<file path="config.mk">
export PLATFORM = sky130hd
export DESIGN_NAME = ld_st_control_sequencer
export DESIGN_NICKNAME = d
export VERILOG_FILES = /design/src/rtl/ld_st_control_sequencer.sv
export SDC_FILE = /design/constraint.sdc
export NUM_CORES = 1
export LEC_CHECK = 0
export CAP_MARGIN = 10
export CORE_UTILIZATION = 25
export CTS_CLUSTER_SIZE = 40
export DETAILED_ROUTE_END_ITERATION = 6
export GPL_TIMING_DRIVEN = 0
export PLACE_DENSITY_LB_ADDON = 0.3
export SETUP_SLACK_MARGIN = 0.1
export SYNTH_ARGS = -nofsm -noshare
export SYNTH_HDL_FRONTEND = slang
export SYNTH_SLANG_ARGS = --single-unit
</file>
<file path="constraint.sdc">
create_clock -name clk -period 2.2 [get_ports clk]
set_clock_uncertainty 0.15 [all_clocks]
set_input_delay 0.44 -clock clk [delete_from_list [all_inputs] [get_ports clk]]
set_output_delay 0.44 -clock clk [all_outputs]
set_load 0.01 [all_outputs]
</file>
<file path="src/rtl/ld_st_control_sequencer.sv">
// Moore control sequencer for ld/ldi/st fetch+execute driving the Datapath control lines.
// Optional build macro MEM_WAIT_EN adds a mem_ready handshake that stretches memory states.
module ld_st_control_sequencer #(
    parameter logic [4:0]  OPC_LD  = 5'b00000,
    parameter logic [4:0]  OPC_LDI = 5'b00001,
    parameter logic [4:0]  OPC_ST  = 5'b00010,
    parameter int unsigned CNT_W   = 16
) (
    input  logic             clk,
    input  logic             clr,
    input  logic             run,
`ifdef MEM_WAIT_EN
    input  logic             mem_ready,
`endif
    input  logic [31:0]      IRdataout,
    output logic             PCout,
    output logic             MARin,
    output logic             IncPC,
    output logic             Zin,
    output logic             Zlowout,
    output logic             PCin,
    output logic             Read,
    output logic             Write,
    output logic             MDRin,
    output logic             MDRout,
    output logic             IRin,
    output logic             BAout,
    output logic             Yin,
    output logic             ADD,
    output logic             Rin,
    output logic             Rout,
    output logic             Gra,
    output logic             Grb,
    output logic             Cout,
    output logic             done,
    output logic             illegal,
    output logic [CNT_W-1:0] instr_count
);

    localparam logic [3:0] S_IDLE = 4'd0;
    localparam logic [3:0] S_T0   = 4'd1;
    localparam logic [3:0] S_T1   = 4'd2;
    localparam logic [3:0] S_T2   = 4'd3;
    localparam logic [3:0] S_T3   = 4'd4;
    localparam logic [3:0] S_T4   = 4'd5;
    localparam logic [3:0] S_T5   = 4'd6;
    localparam logic [3:0] S_T6   = 4'd7;
    localparam logic [3:0] S_T7   = 4'd8;

    localparam logic [19:0] M_PCOUT   = 20'd1 << 0;
    localparam logic [19:0] M_MARIN   = 20'd1 << 1;
    localparam logic [19:0] M_INCPC   = 20'd1 << 2;
    localparam logic [19:0] M_ZIN     = 20'd1 << 3;
    localparam logic [19:0] M_ZLOWOUT = 20'd1 << 4;
    localparam logic [19:0] M_PCIN    = 20'd1 << 5;
    localparam logic [19:0] M_READ    = 20'd1 << 6;
    localparam logic [19:0] M_WRITE   = 20'd1 << 7;
    localparam logic [19:0] M_MDRIN   = 20'd1 << 8;
    localparam logic [19:0] M_MDROUT  = 20'd1 << 9;
    localparam logic [19:0] M_IRIN    = 20'd1 << 10;
    localparam logic [19:0] M_BAOUT   = 20'd1 << 11;
    localparam logic [19:0] M_YIN     = 20'd1 << 12;
    localparam logic [19:0] M_ADD     = 20'd1 << 13;
    localparam logic [19:0] M_RIN     = 20'd1 << 14;
    localparam logic [19:0] M_ROUT    = 20'd1 << 15;
    localparam logic [19:0] M_GRA     = 20'd1 << 16;
    localparam logic [19:0] M_GRB     = 20'd1 << 17;
    localparam logic [19:0] M_COUT    = 20'd1 << 18;
    localparam logic [19:0] M_DONE    = 20'd1 << 19;

    localparam logic [CNT_W-1:0] CNT_ONE = {{(CNT_W-1){1'b0}}, 1'b1};

    logic [3:0]       r_state;
    logic [4:0]       r_op;
    logic [19:0]      r_ctrl;
    logic             r_illegal;
    logic [CNT_W-1:0] r_count;

    logic [3:0]       w_state_nxt;
    logic [4:0]       w_op_nxt;
    logic [4:0]       w_ir_op;
    logic             w_legal;
    logic             w_is_last;
    logic             w_hold;
    logic             w_retire;
    logic             w_unused_ir;

    // Control vector for a given state; PCin is never set since no branches are sequenced.
    function automatic logic [19:0] decode_ctrl(input logic [3:0] st, input logic [4:0] op);
        logic [19:0] v;
        v = 20'd0;
        case (st)
            S_T0:    v = M_PCOUT | M_MARIN | M_INCPC;
            S_T1:    v = M_READ | M_MDRIN;
            S_T2:    v = M_MDROUT | M_IRIN;
            S_T3:    v = M_GRB | M_BAOUT | M_YIN;
            S_T4:    v = M_COUT | M_ADD | M_ZIN;
            S_T5:    v = (op == OPC_LDI) ? (M_ZLOWOUT | M_GRA | M_RIN | M_DONE)
                                         : (M_ZLOWOUT | M_MARIN);
            S_T6:    v = (op == OPC_LD) ? (M_READ | M_MDRIN)
                       : (op == OPC_ST) ? (M_GRA | M_ROUT | M_MDRIN) : 20'd0;
            S_T7:    v = (op == OPC_LD) ? (M_MDROUT | M_GRA | M_RIN | M_DONE)
                       : (op == OPC_ST) ? (M_WRITE | M_DONE) : 20'd0;
            default: v = 20'd0;
        endcase
        return v;
    endfunction

    assign w_ir_op     = IRdataout[31:27];
    assign w_unused_ir = ^IRdataout[26:0];
    assign w_legal     = (w_ir_op == OPC_LD) || (w_ir_op == OPC_LDI) || (w_ir_op == OPC_ST);
    assign w_is_last   = ((r_state == S_T5) && (r_op == OPC_LDI)) || (r_state == S_T7);
    assign w_retire    = w_is_last && !w_hold;

`ifdef MEM_WAIT_EN
    assign w_hold = !mem_ready && ((r_state == S_T1) ||
                                   ((r_state == S_T6) && (r_op == OPC_LD)) ||
                                   ((r_state == S_T7) && (r_op == OPC_ST)));
    // A stalled store only signals completion in the cycle memory accepts it.
    assign done   = r_ctrl[19] && !((r_state == S_T7) && (r_op == OPC_ST) && !mem_ready);
`else
    assign w_hold = 1'b0;
    assign done   = r_ctrl[19];
`endif

    // Opcode is captured at the end of T3 and frozen for the execute states.
    always_comb begin
        w_op_nxt = r_op;
        if (r_state == S_T3) begin
            w_op_nxt = w_ir_op;
        end else begin
            w_op_nxt = r_op;
        end
    end

    // Next-state sequencing; last states re-enter T0 directly while run stays high.
    always_comb begin
        w_state_nxt = S_IDLE;
        if (w_hold) begin
            w_state_nxt = r_state;
        end else begin
            case (r_state)
                S_IDLE:  w_state_nxt = run ? S_T0 : S_IDLE;
                S_T0:    w_state_nxt = S_T1;
                S_T1:    w_state_nxt = S_T2;
                S_T2:    w_state_nxt = S_T3;
                S_T3:    w_state_nxt = w_legal ? S_T4 : S_IDLE;
                S_T4:    w_state_nxt = S_T5;
                S_T5:    w_state_nxt = (r_op == OPC_LDI) ? (run ? S_T0 : S_IDLE) : S_T6;
                S_T6:    w_state_nxt = S_T7;
                S_T7:    w_state_nxt = run ? S_T0 : S_IDLE;
                default: w_state_nxt = S_IDLE;
            endcase
        end
    end

    // State, opcode latch, registered control vector, illegal pulse and retire counter.
    always_ff @(posedge clk) begin
        if (clr) begin
            r_state   <= S_IDLE;
            r_op      <= 5'd0;
            r_ctrl    <= 20'd0;
            r_illegal <= 1'b0;
            r_count   <= {CNT_W{1'b0}};
        end else begin
            r_state   <= w_state_nxt;
            r_op      <= w_op_nxt;
            r_ctrl    <= decode_ctrl(w_state_nxt, w_op_nxt);
            r_illegal <= (r_state == S_T3) && !w_legal;
            if (w_retire) begin
                r_count <= r_count + CNT_ONE;
            end else begin
                r_count <= r_count;
            end
        end
    end

    assign PCout       = r_ctrl[0];
    assign MARin       = r_ctrl[1];
    assign IncPC       = r_ctrl[2];
    assign Zin         = r_ctrl[3];
    assign Zlowout     = r_ctrl[4];
    assign PCin        = r_ctrl[5];
    assign Read        = r_ctrl[6];
    assign Write       = r_ctrl[7];
    assign MDRin       = r_ctrl[8];
    assign MDRout      = r_ctrl[9];
    assign IRin        = r_ctrl[10];
    assign BAout       = r_ctrl[11];
    assign Yin         = r_ctrl[12];
    assign ADD         = r_ctrl[13];
    assign Rin         = r_ctrl[14];
    assign Rout        = r_ctrl[15];
    assign Gra         = r_ctrl[16];
    assign Grb         = r_ctrl[17];
    assign Cout        = r_ctrl[18];
    assign illegal     = r_illegal;
    assign instr_count = r_count;

endmodule

</file>
# == Word-level counts from Yosys, hierarchy flattened ==
# Index checks and enable logic that the tools add are counted.
# classes
n_addsub,1
n_mul,0
div_mod_pow,0
n_lt_le_gt_ge,0
eq_ne,21
shifts,0
muxes,11
bitwise,0
reduce_logical,10
# op_table
operator,count
20-bit one-hot mux with 8 select lines,1
20-bit two-way mux,3
17-bit two-way mux,2
4-bit by 3-bit == test with 1-bit output (second input constant),8
4-bit one-hot mux with 8 select lines,1
16-bit by 1-bit adder with 16-bit output (second input constant),1
4-bit by 2-bit == test with 1-bit output (second input constant),4
5-bit by 1-bit == test with 1-bit output (second input constant),3
5-bit by 2-bit == test with 1-bit output (second input constant),2
5-bit logical NOT,2
4-bit by 1-bit == test with 1-bit output (second input constant),2
4-bit == test (second input constant),2
5-bit two-way mux,1
4-bit logical NOT,1
4-bit two-way mux,1
1-bit logical OR,3
3-bit two-way mux,1
1-bit logical AND,2
2-bit OR reduction,1
1-bit logical NOT,1
1-bit two-way mux,1
# totals
regBits,46
latchBits,0
ram_bits,0
romBits,0
out_inout_bits,37
wordCells,48
memories,0

# == Logic depth before layout (Yosys ltp) ==
# depth
ltp_word,7
ltp_mapped,7
mapped_depth_nobuf,6

# == Worst setup path after synthesis ==
# Ideal clock, no wire load.
# synth_path
kind,register to register
from,register r_state[3]
to,register r_ctrl[8]
setup_time_ns,0.070
arrival_time_ns,1.910
setup_slack_ns,0.070
path_stages_with_launch,8
synth_period_minus_slack_ns,2.130
path_cell_list,dfxtp_1 > buf_6 > or4b_4 > buf_6 > or4_4 > o22ai_2 > nand4_2 > a21oi_1
# synth_via
elab_chain_cells,6
elab_cells_between_ends,26
classes_between,17 x eq/ne; 6 x mux; 3 x reduce/logical
# synth_lines
element,line_no,text
"start, declared",73,logic [3:0] r_state;
"start signal, assigned",166,r_state <= w_state_nxt;
4-bit by 3-bit == test with 1-bit output,"129, 142",
5-bit two-way mux,129,if (r_state == S_T3) begin
5-bit by 2-bit == test with 1-bit output,101,: (op == OPC_ST) ? (M_GRA | M_ROUT | M_MDRIN) : 20'd0;
17-bit two-way mux,101,
17-bit two-way mux,100,S_T6: v = (op == OPC_LD) ? (M_READ | M_MDRIN)
20-bit one-hot mux with 8 select lines *,92,case (st)
"end signal, assigned",168,"r_ctrl <= decode_ctrl(w_state_nxt, w_op_nxt);"
"end, declared",75,logic [19:0] r_ctrl;
# Mark *: on every way between the ends. The rest lies on a longest branch, timed or not.
# A chain may end at the register's enable or synchronous reset.

# == Final worst setup path ==
# layout_path
from,register r_state[1]
to,register r_ctrl[9]
# layout_via
elab_chain_cells,5
elab_cells_between_ends,24
classes_between,16 x eq/ne; 5 x mux; 3 x reduce/logical
# layout_lines
element,line_no,text
"4-bit == test, or another cell as far along",142,case (r_state)
2-bit OR reduction (no source line) / 5-bit two-way mux (equally long branches),-,
4-bit one-hot mux with 8 select lines / 5-bit logical NOT (equally long branches),"142, 100, 102",
"4-bit == test, or another cell as far along",92,
20-bit one-hot mux with 8 select lines *,92,
# Marks and branches as above.

==> results.yml <==
setup_path:
  cp_data_required_time_ns: 2.28
  critical-path-top-delay-family: "simple AND/OR/NAND/NOR gates"
  worstSetupEndpointType: "register"
  reg2reg_depth: 6
  worstSetupStartpointType: "register"
  cp_max_fo: 4
  crit_arrival_ns: 2.26
  crit_chain: "or4b_4, buf_6, or4_4, a2111oi_4, a21oi_1, nor2_1"
  cp_slowest_cell: "or4b_4"
  criticalPathCategory: "reg -> reg"
  cp.buffers_inverters: 1
  path_depth: 6
  slowest_delay_ns: 0.53
hold_path:
  hold_depth: 3
  hold_path_class: "in -> reg"
drt:
  wire_per_inst_um: 12.4
  met3WireLength_um: 172
  drc: 0
  top_layer: "met4"
  met2WireLength_um: 2090
  vias: 1632
  drt-met1-wl_um: 2190
  dr.pass1.iters: 4
  drtAntennaViolNets: 0
  via_per_inst: 4.51
  drt_iter0_drc: 30
  wl_um: 4480
floorplan:
  rows: 30
  coreArea_um2: 6940
  die_area_um2: 7710
  start_util_pct: 26.5
  fp.dieH_um: 87.8
  io_pins: 72
  die_w_um: 87.8
clocking:
  cts.sinks: 40
  worstSkewPairLatency_ns: 0.29
  ctsHoldBuffers: 0
  cts-htree-levels: 2
  clock_path_buffers: 2
  clk_pin_slew_ns: 0.08
  cts_tree: "built"
  cts_root_buffer: "clkbuf_8"
  cts_buffers: 5
placement:
  numPortBuffers: 43
  hpwl_um: 3060
  gp_congestion: 0.802
synth:
  synth_area_leader_cell: "dfxtp_1"
  synth_cells: 204
  ys_warn_count: 0
  synthArstFlopShare_pct: 0
  syn_area_um2: 1840
  synth.most_common_cell: "dfxtp_1"
  ys_ff_latch: 40
  yosysSeqAreaShare_pct: 43.5
  synth_common_cells: "40 x dfxtp_1, 31 x nor2_1, 15 x xnor2_1, 10 x a21oi_1, 9 x nand2_1"
  ys_top_cells_by_area: "dfxtp_1 43%, xnor2_1 7.1%, nor2_1 6.3%"
  synth_top_area_share_pct: 43.5
  syn_nets: 240
  avgSynthCellArea_um2: 9.03
  synth_cell_type_count: 44
  synth_ff_type: "dfxtp_1"
  synth-edff-count: 0
layout:
  fillers: 714
  fin_util_pct: 38.6
  drive_gt1_share_pct: 21.4
  nets: 301
  diodes: 0
  area_growth_pct: 45.6
run:
  max_cap_violations: 0
timing:
  rsz0062_at_grt: "yes"
  hold_viol_final: 0
  slew_headroom_pct: 63.9
  timing.hold.ws_ns: 0.356
  setup_violations: 0
  min_period_ns: 2.18
  fmax_mhz: 459
  worst_pin_slew_ns: 0.542
  drv_slew: 0
  min_period_over_period_pct: 99.1
run_status:
  outcome: "finished clean"
global_routing:
  grt_usage_pct: 12.5
  grt_pass1_vias: 1520
  grt_pass1_wl_um: 7340
  overflow: 0
  antenna_found_initial: 0
  grt_max_degree: 12
power_and_ir_drop:
  p_per_area_nw_per_um2: 525
  max-vdd-ir-drop_uv: 283
  p_leak_nw: 0.957
[stage by stage]
| step | instance area [um2] | std cells | setup WS [ns] | total power [W] | TNS [ns] |
|---|---|---|---|---|---|
| 3_3_place_gp | 2390 | 343 | -0.598 | 0.000902 | -5.71 |
| 3_5_place_dp | 2390 | 343 | -0.589 | 0.000902 | -5.41 |
| 6_report | 2680 | 362 | 0.0201 | 0.00141 | 0 |
| 5_1_grt | 2680 | 362 | -0.0619 | 0.00148 | -0.217 |
| 4_1_cts | 2600 | 358 | -0.0215 | 0.00142 | -0.0414 |
| 2_1_floorplan | 1840 | 204 | 0.0698 | 0.000843 | 0 |
[cell usage in the layout, fill, tap and decap left out, types with 4 or more instances in the layout]
| cell | n |
|---|---|
| a21oi_1 | 9 |
| buf_4 | 18 |
| clkbuf_1 | 8 |
| clkbuf_8 | 6 |
| clkdlybuf4s50_1 | 38 |
| dfxtp_1 | 35 |
| dfxtp_2 | 5 |
| mux2i_1 | 5 |
| nand2_1 | 9 |
| nand2b_1 | 4 |
| nand3_1 | 7 |
| nor2_1 | 30 |
| nor3_1 | 5 |
| nor4_1 | 5 |
| nor4b_1 | 5 |
| xnor2_1 | 15 |
[registers in the layout (all words and copies together), names as in the netlist]
register     flops
instr_count     16
r_ctrl          14
r_op             5
r_state          4
illegal          1
[path summary, 6_finish.rpt]
path,slack [ns],from,to
max,0.02,r_state[1]$_SDFF_PP0_,r_ctrl[9]$_SDFF_PP0_
min,0.36,IRdataout[27],r_op[0]$_SDFF_PP0_
max reg2reg,0.02,r_state[1]$_SDFF_PP0_,r_ctrl[9]$_SDFF_PP0_
min reg2reg,0.38,instr_count[1]$_SDFFE_PP0P_,instr_count[1]$_SDFFE_PP0P_
[final cells by class]
cell class | count | area [um2] | share of cell area [%]
Clock buffer | 8 | 90.1 | 3.36
Inverter | 3 | 11.3 | 0.420
Timing Repair Buffer | 55 | 514 | 19.2
Sequential cell | 40 | 807 | 30.1
Tap cell | 96 | 120 | 4.48
Multi-Input combinational cell | 144 | 1040 | 38.9
Buffer | 16 | 95.1 | 3.55
[logic make-up (layout without fill, tap and decap cells)]
| family | Yosys count | after routing | share of synthesized area, % |
|---|---|---|---|
| adders and majority gates | 1 | 1 | 0.679 |
| other | 1 | 1 | 0.204 |
| AOI/OAI and AO/OA | 26 | 26 | 10.4 |
| muxes | 6 | 6 | 3.33 |
| and+or+nand+nor | 95 | 95 | 28.7 |
| xor gates and xnor gates | 15 | 15 | 7.13 |
| DFF | 40 | 40 | 43.5 |
| buffers and inverters | 20 | 82 | 6.11 |
[per-layer routing]
layer	global-route usage, %	vias up
met5	0	-
met4	3.58	0
li1	-	828
met2	20.2	40
met3	3.86	4
met1	16.1	760
[worst min-delay path: stages]
cell      delay [ns]
clkbuf_2        0.16
mux2i_1         0.09
nor2_1          0.07
[power breakdown]
part           switching, W  internal (W)  leakage [nW]
combinational     0.0000858     0.0000727         0.586
sequential       0.00000832      0.000737         0.325
clock              0.000247      0.000256        0.0455
total              0.000341       0.00107         0.957
[timing repair]
action | CTS | global route
pin swaps | 8 | 3
setup buffers | 7 | 5
setup endpoints to repair | 28 | 29
gates resized for setup | 18 | 17
(Power assumes the default switching activity.)
